===== config.mk =====
export PLATFORM = sky130hd
export DESIGN_NAME = text_memory_arbiter
export DESIGN_NICKNAME = d
export VERILOG_FILES = /design/src/rtl/text_bus_pkg.sv /design/src/rtl/text_addr_check.sv /design/src/rtl/text_memory_arbiter.sv
export SDC_FILE = /design/constraint.sdc
export NUM_CORES = 1
export LEC_CHECK = 0
export CORE_ASPECT_RATIO = 1.2
export CORE_MARGIN = 2
export CORE_UTILIZATION = 26
export CTS_BUF_LIST = sky130_fd_sc_hd__clkbuf_16
export DETAILED_ROUTE_END_ITERATION = 8
export GPL_TIMING_DRIVEN = 0
export PLACE_DENSITY = 0.87
export SYNTH_ARGS = -nofsm -noshare
export SYNTH_HDL_FRONTEND = slang
export SYNTH_SLANG_ARGS = --single-unit

===== constraint.sdc =====
create_clock -name clock -period 2.4 [get_ports clock]
set_clock_uncertainty 0.2 [all_clocks]
set_input_delay 0.48 -clock clock [delete_from_list [all_inputs] [get_ports clock]]
set_output_delay 0.48 -clock clock [all_outputs]
set_load 0.005 [all_outputs]

===== src/rtl/text_bus_pkg.sv =====
// Shared types and build defaults for the text memory bus.
// TEXT_LOAD_PORT_EN adds the LD owner state.
package text_bus_pkg;

  localparam int unsigned STARVE_W = 4;

  localparam logic [31:0] TEXT_BEGIN_DEFAULT = 32'h0000_0100;
  localparam logic [31:0] TEXT_END_DEFAULT   = 32'h0000_03FF;
  localparam int unsigned TEXT_BITS_DEFAULT  = 12;

`ifdef TEXT_LOAD_PORT_EN
  typedef enum logic [1:0] {OWN_NONE, OWN_IF, OWN_DM, OWN_LD} owner_e;
`else
  typedef enum logic [1:0] {OWN_NONE, OWN_IF, OWN_DM} owner_e;
`endif

  typedef struct packed {
    logic        valid;
    logic        err;
    logic [31:0] data;
  } text_rsp_t;

endpackage


===== src/rtl/text_addr_check.sv =====
// Combinational range and word-alignment check of a byte address against
// the text segment bounds.
module text_addr_check #(
    parameter logic [31:0] BEGIN_ADDR = 32'h0000_0000,
    parameter logic [31:0] END_ADDR   = 32'hFFFF_FFFF
) (
    input  logic [31:0] addr,
    output logic        in_range,
    output logic        aligned
);

    assign in_range = (addr >= BEGIN_ADDR) && (addr <= END_ADDR);
    assign aligned  = (addr[1:0] == 2'b00);

endmodule


===== src/rtl/text_memory_arbiter.sv =====
// Arbitrates the single-port synchronous text memory between instruction
// fetch (IF) and a data-side read port (DM). Fixed one-cycle response
// latency, range/alignment errors and DM starvation protection.
// Optional macro TEXT_LOAD_PORT_EN adds a highest-priority write (load) port.
module text_memory_arbiter
    import text_bus_pkg::*;
#(
    parameter logic [31:0] TEXT_BEGIN = TEXT_BEGIN_DEFAULT,
    parameter logic [31:0] TEXT_END   = TEXT_END_DEFAULT,
    parameter int unsigned TEXT_BITS  = TEXT_BITS_DEFAULT,
    parameter int unsigned MAX_STARVE = 4
) (
    input  logic                 clock,
    input  logic                 reset,
    input  logic                 if_req_valid,
    input  logic [31:0]          if_req_addr,
    output logic                 if_req_ready,
    output logic                 if_rsp_valid,
    output logic [31:0]          if_rsp_data,
    output logic                 if_rsp_err,
    input  logic                 dm_req_valid,
    input  logic [31:0]          dm_req_addr,
    output logic                 dm_req_ready,
    output logic                 dm_rsp_valid,
    output logic [31:0]          dm_rsp_data,
    output logic                 dm_rsp_err,
    output logic [TEXT_BITS-3:0] mem_address,
    input  logic [31:0]          mem_q
`ifdef TEXT_LOAD_PORT_EN
    ,
    input  logic                 ld_valid,
    input  logic [31:0]          ld_addr,
    input  logic [31:0]          ld_data,
    output logic                 ld_ready,
    output logic                 mem_wren,
    output logic [31:0]          mem_data
`endif
);

    logic                 if_in_range, if_aligned;
    logic                 dm_in_range, dm_aligned;
    logic                 if_grant, dm_grant;
    logic                 starve_full;
    logic [STARVE_W-1:0]  starve_q, starve_d;
    owner_e               owner_q, owner_d;
    logic                 err_q, err_d;
    logic [TEXT_BITS-3:0] addr_q, addr_d;
    text_rsp_t            if_rsp, dm_rsp;
`ifdef TEXT_LOAD_PORT_EN
    logic                 ld_in_range, ld_aligned_unused;
    logic                 ld_grant;
`endif

    text_addr_check #(.BEGIN_ADDR(TEXT_BEGIN), .END_ADDR(TEXT_END)) u_if_check (
        .addr(if_req_addr), .in_range(if_in_range), .aligned(if_aligned)
    );

    text_addr_check #(.BEGIN_ADDR(TEXT_BEGIN), .END_ADDR(TEXT_END)) u_dm_check (
        .addr(dm_req_addr), .in_range(dm_in_range), .aligned(dm_aligned)
    );

`ifdef TEXT_LOAD_PORT_EN
    text_addr_check #(.BEGIN_ADDR(TEXT_BEGIN), .END_ADDR(TEXT_END)) u_ld_check (
        .addr(ld_addr), .in_range(ld_in_range), .aligned(ld_aligned_unused)
    );
`endif

    assign starve_full = (starve_q == STARVE_W'(MAX_STARVE));

    // Grant selection, memory address, next owner, error and starve count.
    always_comb begin
        if_grant = 1'b0;
        dm_grant = 1'b0;
        owner_d  = OWN_NONE;
        err_d    = 1'b0;
        addr_d   = addr_q;
`ifdef TEXT_LOAD_PORT_EN
        ld_grant = 1'b0;
`endif
        if (!reset) begin
`ifdef TEXT_LOAD_PORT_EN
            if (ld_valid) ld_grant = 1'b1;
            else
`endif
            if (dm_req_valid && starve_full) dm_grant = 1'b1;
            else if (if_req_valid)           if_grant = 1'b1;
            else if (dm_req_valid)           dm_grant = 1'b1;
        end

`ifdef TEXT_LOAD_PORT_EN
        if (ld_grant) begin
            owner_d = OWN_LD;
            addr_d  = ld_addr[TEXT_BITS-1:2];
        end else
`endif
        if (if_grant) begin
            owner_d = OWN_IF;
            addr_d  = if_req_addr[TEXT_BITS-1:2];
            err_d   = !(if_in_range && if_aligned);
        end else if (dm_grant) begin
            owner_d = OWN_DM;
            addr_d  = dm_req_addr[TEXT_BITS-1:2];
            err_d   = !(dm_in_range && dm_aligned);
        end

        if (reset) addr_d = '0;

        if (dm_req_valid && !dm_grant)
            starve_d = starve_full ? starve_q : starve_q + 1'b1;
        else
            starve_d = '0;
    end

    assign if_req_ready = if_grant;
    assign dm_req_ready = dm_grant;
    assign mem_address  = addr_d;

`ifdef TEXT_LOAD_PORT_EN
    assign ld_ready = ld_grant;
    assign mem_wren = ld_grant && ld_in_range;
    assign mem_data = ld_grant ? ld_data : '0;
`endif

    // Owner, error, held address and starve counter registers.
    always_ff @(posedge clock) begin
        if (reset) begin
            owner_q  <= OWN_NONE;
            err_q    <= 1'b0;
            addr_q   <= '0;
            starve_q <= '0;
        end else begin
            owner_q  <= owner_d;
            err_q    <= err_d;
            addr_q   <= addr_d;
            starve_q <= starve_d;
        end
    end

    // Route the memory read data to the owner of the previous cycle's grant.
    always_comb begin
        if_rsp = '0;
        dm_rsp = '0;
        if (!reset) begin
            if (owner_q == OWN_IF) begin
                if_rsp.valid = 1'b1;
                if_rsp.err   = err_q;
                if_rsp.data  = err_q ? '0 : mem_q;
            end
            if (owner_q == OWN_DM) begin
                dm_rsp.valid = 1'b1;
                dm_rsp.err   = err_q;
                dm_rsp.data  = err_q ? '0 : mem_q;
            end
        end
    end

    assign if_rsp_valid = if_rsp.valid;
    assign if_rsp_err   = if_rsp.err;
    assign if_rsp_data  = if_rsp.data;
    assign dm_rsp_valid = dm_rsp.valid;
    assign dm_rsp_err   = dm_rsp.err;
    assign dm_rsp_data  = dm_rsp.data;

endmodule

==> results.md <==
* Largest net degree at the start of global routing at 11
* Min cycle time layout at 2.383 ns
* Multi-input gate area at 1008 sq um
* Register share of total power at 0.294
* Clock H-tree levels at 1
* DR pass1 iterations at 4
* F_max at 0.4197 GHz
* Cell variety after synth at 24
* Setup TNS Final at 0 ns
* DRT antenna net count at 0
* Die W at 71.26 um
* Vias per cell at 4.898
* Max_slew headroom at 0.5811
* Area grow syn2layout at 146.5%
* Worst-path clk slew at 0.05 ns
* Gate power share at 0.389
* I/O pins at 180
* RePlAce Congestion at 0.8054
* Net switching power figure at 0.2675 mW
* Power, Total at 1.038 mW
* Hold_buf cts at 0
* Arrival time at the worst endpoint at 1.70 ns
* Cell Area, Synth at 1411 sq um
* EDFF count, synth at 0
* Setup WS pre-CTS at -0.6792 ns
* Top cell type's share of synthesized area at 0.2411
* GRT overflow at 0
* Max-Cap Viols at 0
* Status: finished clean
* Initial antenna violation count at 1
* CTS tree: yes
* TritonCTS Buffers at 3
* Initial core utilization at 0.2683
* Clk sink count at 17
* First-pass GRT wire length at 10360 um
* Pwr dens at 298.3 nW/um^2
* PortBufs at 178
* Number of global-route vias before repair at 2236
* Total leakage power at 1.632 nW
* Most common cell in the netlist: nor2_1
* Total of warnings raised by yosys at 0
* Total number of vias at 2351
* CP endpoint kind: output port
* Final period util at 0.9928
* Core area at 5261 sq um
* Setup Viol. Count Final at 0
* Sequential-to-total area share from yosys stat at 0.2411
* Rows at 29
* Worst skew pair latency at 0.25 ns
* Layout fillers at 460
* Startpoint types: primary input
* RSZ-0062 raised after global routing: true
* Worst path required time at 1.72 ns
* Slew @ Worst Pin at 0.6283 ns
* Wire length per cell at 14.04 um
* Layout Nets at 520
* Max VDD drop at 0.0002879 V
* Die height at 84.71 um
* Clock network power share at 0.317
* Int Pwr at 0.7701 mW
* WL final at 6739 um
* Most used flip-flop cell after synthesis: dfxtp_1
* Overall routing resource usage at 0.2095
* Async set-reset flop share out of synthesis at 0
* Share of cells above drive strength 1 at 0.1918
* Critical-path maximum fanout at 9
* Register bit total from synthesis at 17
* Synth cell count leaders: nor2_1, nand2_1, a211oi_1
* # DRC at 0
* Min Hold Slack at 0.2528 ns
* Post-DP HPWL at 5336 um
* Switching share of power at 0.2578
* Worst hold path type: in2reg
* Syn avg cell area at 6.415 sq um
* Deepest clock path buffer count at 2
* Syn nets at 322
* Die area at 6036 sq um
* Post-route setup slack at 0.01733 ns
* Register area at 342.8 sq um
* Syn Inst Count at 220
* Max-slew violations at 0
* Final Hold Fails at 0
* Area leader, netlist: dfxtp_1
* Setup CP Type: in2out
* Synth top area cells: dfxtp_1, nor2_1, a211oi_1
* Root Driver: clkbuf_16
* DR iter-0 viols at 65
-- cell usage in the layout, fill, tap and decap left out, types with 4 or more instances in the layout --
cell type,count
a211oi_1,15
a211oi_2,7
buf_2,10
buf_4,16
buf_6,11
clkbuf_2,15
clkdlybuf4s15_1,5
clkdlybuf4s50_1,126
dfxtp_1,15
dlygate4sd2_1,15
dlymetal6s2s_1,7
inv_1,4
mux2i_1,10
nand2_1,32
nor2_1,76
nor2_2,4
nor4_1,12
-- sequential cells by signal (all words and copies together), names as in the netlist --
register	cells
starve_q	4
owner_q	2
addr_q	10
err_q	1
-- what timing repair did --
item / 4_1_cts / 5_1_grt
pin swaps: 6 / 3
resized for setup: 115 / 54
buffers inserted: 12 / 4
endpoints found under the setup margin: 76 / 62
gates cloned: 0 / 0
-- cells by family (layout without fill, tap and decap cells) --
logic type / Yosys count / count (layout) / synth area share
and+or+nand+nor: 138 / 138 / 0.4193
AOI/OAI and AO/OA: 29 / 29 / 0.1569
buffers and inverters: 24 / 221 / 0.09397
DFF: 17 / 17 / 0.2411
muxes: 10 / 10 / 0.07092
adders and majority gates: 2 / 2 / 0.01773
other: 0 / 1 / 0
-- through the flow --
step,cells,instance area [sq um],utilization
global route,480,3478,0.6611
detailed placement,460,3271,0.6216
floorplan,220,1411,-
global placement,460,3271,0.6216
CTS,476,3463,0.6583
finish,480,3478,0.6611
-- worst max-delay path, cell delays in order --
cell           delay [ns]
dlygate4sd2_1        0.28
buf_6                0.13
buf_4                0.21
mux2i_1              0.33
a211oi_2             0.12
buf_2                0.16
-- final timing paths --
check                    start        endpoint  slack [ns]  depth (start not counted)
setup / recovery  dm_req_valid  mem_address[2]        0.02                          6
hold / removal           reset       addr_q[2]        0.25                          2
setup reg to reg   starve_q[0]       addr_q[8]        0.66                          9
hold reg to reg    starve_q[3]     starve_q[3]        0.34                          2
-- power by group through the flow --
stage | combinational (mW) | sequential, mW | clock [mW]
floorplan | 0.125 | 0.308 | 0
global placement | 0.374 | 0.310 | 0
detailed placement | 0.380 | 0.310 | 0
CTS | 0.395 | 0.305 | 0.331
global route | 0.438 | 0.307 | 0.342
finish | 0.404 | 0.305 | 0.329
-- area by class of cell --
type / count / share of cell area
Antenna cell: 1 / 0.0007194
Buffer: 17 / 0.04784
Inverter: 7 / 0.007554
Multi-Input combinational cell: 179 / 0.2899
Clock inverter: 1 / 0.001079
Sequential cell: 17 / 0.09856
Clock buffer: 3 / 0.02158
Tap cell: 62 / 0.02230
Timing Repair Buffer: 193 / 0.5104
-- metal layers --
metal | share of wire | global-route usage | vias up
met3 | 0.10 | 0.05402 | 23
met5 | 0 | 0 | -
li1 | - | - | 1141
met1 | 0.35 | 0.2130 | 1044
met4 | 0.036 | 0.08748 | 0
met2 | 0.52 | 0.3948 | 143
No activity file was read; power rests on OpenSTA's default activity.
